$ cat src/rtl/fifo_1r1w_pkg.sv
// Shared constants and helpers for the 1R1W circular FIFO.
// Pointer arithmetic lives here so the controller and RAM agree on depth.
package fifo_1r1w_pkg;

  localparam int unsigned ADDR_WIDTH_DEF = 2;
  localparam int unsigned FIFO_DEPTH     = 1 << ADDR_WIDTH_DEF;
  localparam int unsigned CNT_WIDTH      = ADDR_WIDTH_DEF + 1;

  function automatic int unsigned fifo_depth(
    input int unsigned aw
  );
    return 1 << aw;
  endfunction

  function automatic int unsigned ptr_inc(
    input int unsigned p,
    input int unsigned aw
  );
    return (p + 1) & ((1 << aw) - 1);
  endfunction

endpackage

$ cat src/rtl/fifo_1r1w_ram.sv
// 1-read/1-write register RAM; async read, gwe-gated write and clear.
// Module name ram_1r1w is the storage shared by pipeline FIFOs.
module ram_1r1w
  import fifo_1r1w_pkg::*;
#(
  parameter int bit_width  = 16,
  parameter int addr_width = 2
) (
  input  logic                  clk,
  input  logic                  rst,
  input  logic                  gwe,
  input  logic                  we,
  input  logic [addr_width-1:0] wsel,
  input  logic [bit_width-1:0]  wdata,
  input  logic [addr_width-1:0] rsel,
  output logic [bit_width-1:0]  rdata
);

  localparam int unsigned DEPTH = fifo_depth(addr_width);

  logic [bit_width-1:0] mem [DEPTH];

  always_ff @(posedge clk) begin
    if (gwe) begin
      if (rst) begin
        for (int i = 0; i < int'(DEPTH); i++) begin
          mem[i] <= '0;
        end
      end else if (we) begin
        mem[wsel] <= wdata;
      end
    end
  end

  assign rdata = mem[rsel];

endmodule

$ cat src/rtl/fifo_1r1w.sv
// Circular FIFO controller: head/tail/count around a ram_1r1w.
// All state is frozen while gwe is low.
module fifo_1r1w
  import fifo_1r1w_pkg::*;
#(
  parameter int bit_width  = 16,
  parameter int addr_width = 2
) (
  input  logic                  clk,
  input  logic                  rst,
  input  logic                  gwe,
  input  logic                  flush,
  input  logic                  enq_valid,
  input  logic [bit_width-1:0]  enq_data,
  output logic                  enq_ready,
  output logic                  deq_valid,
  output logic [bit_width-1:0]  deq_data,
  input  logic                  deq_ready,
  output logic [addr_width:0]   count
);

  localparam logic [addr_width:0] DEPTH_C =
    (addr_width+1)'(fifo_depth(addr_width));
  localparam logic [addr_width:0] ONE_C =
    (addr_width+1)'(1);

  logic [addr_width-1:0] head_q;
  logic [addr_width-1:0] tail_q;
  logic [addr_width:0]   cnt_q;
  logic [addr_width-1:0] head_inc;
  logic [addr_width-1:0] tail_inc;
  logic [addr_width-1:0] head_nx;
  logic [addr_width-1:0] tail_nx;
  logic [addr_width:0]   cnt_nx;
  logic                  full;
  logic                  empty;
  logic                  enq_fire;
  logic                  deq_fire;

  assign full     = (cnt_q == DEPTH_C);
  assign empty    = (cnt_q == '0);
  assign enq_fire = gwe & enq_valid & ~full;
  assign deq_fire = gwe & deq_ready & ~empty;

  assign head_inc =
    addr_width'(ptr_inc(32'(head_q), addr_width));
  assign tail_inc =
    addr_width'(ptr_inc(32'(tail_q), addr_width));

  always_comb begin
    head_nx = head_q;
    tail_nx = tail_q;
    cnt_nx  = cnt_q;
    if (deq_fire) head_nx = head_inc;
    if (enq_fire) tail_nx = tail_inc;
    case ({enq_fire, deq_fire})
      2'b10:   cnt_nx = cnt_q + ONE_C;
      2'b01:   cnt_nx = cnt_q - ONE_C;
      default: cnt_nx = cnt_q;
    endcase
  end

  always_ff @(posedge clk) begin
    if (gwe) begin
      if (rst || flush) begin
        head_q <= '0;
        tail_q <= '0;
        cnt_q  <= '0;
      end else begin
        head_q <= head_nx;
        tail_q <= tail_nx;
        cnt_q  <= cnt_nx;
      end
    end
  end

  // Write strobe ignores flush; the slot is unreachable once pointers reset.
  ram_1r1w #(
    .bit_width (bit_width),
    .addr_width(addr_width)
  ) u_ram (
    .clk  (clk),
    .rst  (rst),
    .gwe  (gwe),
    .we   (enq_valid & ~full),
    .wsel (tail_q),
    .wdata(enq_data),
    .rsel (head_q),
    .rdata(deq_data)
  );

  assign enq_ready = ~full;
  assign deq_valid = ~empty;
  assign count     = cnt_q;

endmodule

$ cat config.mk
export PLATFORM = sky130hd
export DESIGN_NAME = fifo_1r1w
export DESIGN_NICKNAME = d
export VERILOG_FILES = /design/src/rtl/fifo_1r1w_pkg.sv /design/src/rtl/fifo_1r1w_ram.sv /design/src/rtl/fifo_1r1w.sv
export SDC_FILE = /design/constraint.sdc
export NUM_CORES = 1
export LEC_CHECK = 0
export BUFFER_PORTS_ARGS = -buffer_cell sky130_fd_sc_hd__clkbuf_2
export CORE_ASPECT_RATIO = 0.5
export CORE_MARGIN = 1.5
export CORE_UTILIZATION = 30
export DETAILED_ROUTE_END_ITERATION = 6
export GPL_ROUTABILITY_DRIVEN = 0
export PLACE_DENSITY = 0.45
export SLEW_MARGIN = 20
export SYNTH_ARGS = -nofsm -noshare
export SYNTH_HDL_FRONTEND = slang
export SYNTH_SLANG_ARGS = --single-unit
$ cat constraint.sdc
create_clock -name clk -period 2.25 [get_ports clk]
set_clock_uncertainty 0.05 [all_clocks]
set_input_delay 0.675 -clock clk [delete_from_list [all_inputs] [get_ports clk]]
set_output_delay 0.675 -clock clk [all_outputs]
set_load 0.01 [all_outputs]
Word level (Yosys, flattened, before mapping)
Memory sizes are Yosys's and may differ from the RTL's. A register that Yosys moved wholly into a read port is not among the register bits.
Index checks and enable logic that the tools add are counted.

word-level totals
  word-level logic and storage cells = 42
  bits in writable memories = 64
  memories = 1
  input port bits = 22
  bits in registers = 7

memories
  name       depth  width  rd ports  clocked after Yosys merged registers in  write ports  line                 RTL
  u_ram.mem  4      16     1         1                                        4            fifo_1r1w_ram.sv:21  logic [bit_width-1:0] mem [DEPTH];

operators by class
  bitwise operators = 7
  $add $sub $neg = 4
  equal/unequal tests = 3
  mux-type cells = 15
  reductions and logical operators = 9

operators with widths
  kind                 count
  $mux 16              1
  $reduce_or 16->1     1
  $mux 2               5
  $mux 1               8
  $pmux 3 s2           1
  $reduce_and 2->1     3
  $and 1x1->1          5
  $add 2x1->2 const B  2
  $reduce_bool 2->1    2
  $add 3x1->3 const B  1
  $eq 3x3->1 const B   1
  $logic_not 3->1      1
  $reduce_bool 3->1    1
  $sub 3x1->3 const B  1
  $eq 2x1->1 const B   1
  $eq 2x2->1 const B   1
  $not 1->1            2
  $logic_or 1x1->1     1

Logic depth before layout (Yosys ltp)
  depth in word-level cells = 9
  mapped depth = 9
  gate-level depth less buffers = 9

Cells and area by module
Synthesis repeated with hierarchy kept, for this count alone.

unflattened totals
  cell total of the unflattened synthesis = 221
  area, all modules = 3286.9 µm²

modules (own cells, without submodules)
  module     area each (µm²)  instances  sequential area each (µm²)  cells each
  ram_1r1w   2869.0           1          1921.8                      186
  fifo_1r1w  417.9            1          210.2                       35

Worst setup path before layout
No wires, ideal clock.

  path type = register to register
  from = register cnt_q[1], in the netlist count[1]
  to = register cnt_q[2], in the netlist count[2] (data pin)
  setup slack = -0.185 ns
  data arrival time = 2.128 ns
  cell stages (with the launch flop) = 10
  period minus slack after synthesis = 2.435 ns
  buffers on the path = 0
  library setup time = 0.257 ns
  cell sequence = edfxtp_1 > nor3b_4 > inv_1 > nand3_1 > ha_1 > inv_1 > fa_1 > xnor2_1 > xnor2_1 > nor2_1

on the way
  longest elaborated chain between the ends = 5
  elaborated cells on any way between the ends = 11
  those cells by class = add/sub: 2; eq/ne: 3; mux: 1; bitwise: 4; reduce/logical: 1

RTL lines
  item                                      line             RTL
  start, declared                           fifo_1r1w.sv:29  logic [addr_width:0] cnt_q;
  start signal, assigned                    fifo_1r1w.sv:72  cnt_q <= cnt_nx;
  $eq 3x3->1 (*)                            fifo_1r1w.sv:40  assign full = (cnt_q == DEPTH_C);
  $not 1->1 (*)                             --
  named net enq_ready                       fifo_1r1w.sv:15  output logic enq_ready,
  $and 1x1->1 (*)                           fifo_1r1w.sv:42  assign enq_fire = gwe & enq_valid & ~full;
  $eq 2x1->1 or $eq 2x2->1 (tied branches)  fifo_1r1w.sv:56  case ({enq_fire, deq_fire})
  $pmux 3 s2 (*)                            fifo_1r1w.sv:56

Mark *: on every way through the listed nets, which the timed path passes. The rest lies on a longest branch.
A chain may end at the register's enable or synchronous reset.

==> run_results.csv <==
group,metric,value,unit
outcome,status,"complete, but fails checks",
outcome,violations,"negative setup slack",
routing,vias_per_cell,4.53,
final_layout,drive_above_1_share,36.9,%
routing,routed_wirelength,6.99,mm
placement,pre_cts_slack,-0.0265,ns
timing,rsz0062_at_grt,"true",
setup_path,crit_chain,"buf_12, mux4_2, clkbuf_2",
synth,yosysSeqAreaShare,64.9,%
routing,first_iter_violations,61,
die,fp.dieH,77.7,um
die,design.die.area,0.0118,mm^2
final_layout,layout.cells.non_filler,413,
routing,dr.pass1.iters,4,
synth,ys_types,33,
synth,ys_warn_count,0,
timing,setup_ws,-0.0185,ns
run,maxCapViolCount,0,
clock_network,insertion_delay,0.33,ns
power_and_ir_drop,powerDensity,798,mW/mm^2
placement,numPortBuffers,42,
power_and_ir_drop,peakVddDrop,0.440,mV
placement,dp_cells,396,
clock_network,h-tree-depth,3,
power_and_ir_drop,p_leak,1.58,nW
timing,final_max_slew_viol_count,0,
die,fp.dieW,152,um
hold_path,hold-path-cell-count,1,
timing,whs,0.527,ns
grt,grt_remaining_overflow,0,
final_layout,final_nets,287,
setup_path,critPathKind,"reg2out",
timing,worst_slew_pin_slew,0.427,ns
synth,syn-num-nets,229,
power_and_ir_drop,power.total,3.33,mW
timing,slew-limit-headroom,71.3,%
synth,synthCells,205,
routing,vias,1869,
setup_path,cpMaxStageDelayCell,"mux4_2",
grt,grt_start_max_net_pins,17,
synth,syn_avg_cell_area,16.3,um^2
synth,ys_top_cells_by_area,"edfxtp_1 64%, and2_1 12%, mux4_2 11%",
synth,synthDominantCellAreaShare,63.7,%
placement,dp_hpwl,4.13,mm
clock_network,cts_max_path_buffers,2,
placement,dpl_cell_area,0.00386,mm^2
power_and_ir_drop,switching_share,22.4,%
power_and_ir_drop,power_frac_seq,47.5,%
setup_path,r2r_end,"count[2]",
final_layout,fin_util,38.2,%
setup_path,slowest_delay,0.51,ns
final_layout,syn_to_final_growth,24.8,%
clock_network,path_clk_slew,0.05,ns
clock_network,cts.sinks,73,
setup_path,r2r_cells,9,
power_and_ir_drop,power_frac_clock,41.5,%
grt,antenna_found_initial,0,
die,io_pins,43,
clock_network,cts_tree,"done",
hold_path,min_from,"head_q[0]",
setup_path,cp.arrival,1.54,ns
die,std_cell_rows,27,
power_and_ir_drop,power.switching,747,uW
setup_path,endpoint_kind,"primary output",
routing,drtAntennaViolNets,0,
timing,finalSetupViolCount,7,
routing,drc,0,
timing,min_period,2.27,ns
hold_path,hp-class,"reg2reg",
setup_path,required,1.52,ns
setup_path,crit_path_start_kind,"flop",
synth,mappedNetlistArea,0.00335,mm^2
setup_path,regToRegStartpoint,"count[1]",
synth,synth.ff_latch_count,73,
clock_network,cts_root_buf,"clkbuf_16",
timing,setup-tns-final,-0.0782,ns
power_and_ir_drop,p_int,2.59,mW
routing,wl_per_cell,16.9,um
setup_path,critPathMaxFanout,8,
grt,grt_usage,13.2,%
die,start_util,30.6,%
timing,max_freq,0.441,GHz
timing,finalHoldViolations,0,
final_layout,diodes,0,
grt,grt_pass1_vias,2017,
synth,synth_top_area_cell,"edfxtp_1",
timing,post-route-period-util,101,%
final_layout,final_cell_area,0.00418,mm^2
power_and_ir_drop,p_comb_share,11.0,%
grt,grt_pass1_wl,11.2,mm
die,core-area,0.0109,mm^2
setup_path,timing.reg2reg.setup_slack,0.15,ns
clock_network,cts_buffers,9,
-- Yosys cell counts --
cell type / number
a21boi_0: 1
a21o_1: 4
a21oi_1: 2
a221oi_1: 1
a32o_1: 1
a41o_1: 1
and2_1: 64
buf_1: 1
buf_2: 3
buf_4: 1
buf_6: 4
clkbuf_2: 1
dfxtp_1: 2
edfxtp_1: 71
fa_1: 1
ha_1: 1
inv_1: 5
mux2i_1: 1
mux4_2: 16
nand2_1: 1
nand2b_1: 2
nand3_1: 1
nand3b_4: 1
nor2_1: 7
nor2_2: 1
nor2b_1: 1
nor3_4: 2
nor3b_4: 1
nor4_4: 1
o311a_1: 1
or2_2: 1
or3_1: 1
xnor2_1: 3
-- state kept, by name, indices dropped and copies added (netlist names), named ones only --
name	cells
head_q	2
u_ram.mem	64
count	3
tail_q	2
-- layout make-up --
type | instances | area [um^2]
Tap cell | 145 | 181
Multi-Input combinational cell | 117 | 1110
Fill cell | 1054 | 6770
Inverter | 5 | 18.8
Clock buffer | 10 | 229
Sequential cell | 73 | 2180
Clock inverter | 6 | 58.8
Timing Repair Buffer | 57 | 405
-- worst max-delay path: cells and delay by family, from the launching register on --
family	cells	cell delay, ns
muxes	1	0.51
DFF	1	0.39
buffers and inverters	2	0.31
-- power groups by stage --
stage | clock network [mW] | logic [mW] | registers (mW)
floorplan | 0 | 0.211 | 1.60
global placement | 0 | 0.363 | 1.61
detailed placement | 0 | 0.366 | 1.61
CTS | 1.42 | 0.377 | 1.59
global route | 1.48 | 0.402 | 1.59
finish | 1.38 | 0.366 | 1.58
-- what timing repair did --
item | in CTS | in global routing
cloned | 1 | 0
endpoints found under the setup margin | 16 | 16
hold buffers | 0 | 0
pin swaps | 0 | 0
setup buffers | 0 | 0
gates resized for setup | 3 | 0
hold endpoints to repair | 0 | 0
-- per-layer routing --
layer / vias to the layer above / global-route usage (%) / wire (um)
met5: - / 0 / 0
met4: 0 / 5.83 / 87
met3: 8 / 3.91 / 280
met2: 39 / 20.9 / 3470
met1: 947 / 16.9 / 3150
li1: 875 / - / -
-- cells in the final DEF (no fill, tap or decap), types with 2 or more instances in the layout --
cell	instances
buf_12	5
clkbuf_16	9
buf_4	9
a21oi_1	2
clkbuf_2	42
nor2_1	7
xnor2_1	2
mux4_2	16
nor3_4	2
inv_1	4
a21o_1	4
edfxtp_1	71
nand2b_1	2
clkinv_1	2
and2_1	64
-- how the worst max path moves through the flow --
stage | slack (ns) | end | depth (start not counted) | start
2_1_floorplan | -0.08 | count[2] | 9 | count[0]
3_3_place_gp | 0.04 | count[2] | 8 | gwe
3_5_place_dp | -0.03 | count[2] | 8 | gwe
4_1_cts | -0.06 | deq_data[5] | 3 | flop
5_1_grt | -0.07 | deq_data[5] | 3 | flop
6_report | -0.02 | deq_data[14] | 3 | flop
-- cells by family after synthesis --
logic type,Yosys count,share of synthesized area (%)
adders and majority gates,2,0.972
AOI/OAI and AO/OA,11,2.58
muxes,17,11.1
xor gates and xnor gates,3,0.785
DFF,73,64.9
buffers and inverters,15,2.84
and+or+nand+nor,84,16.9
No activity file was read; power rests on OpenSTA's default activity.
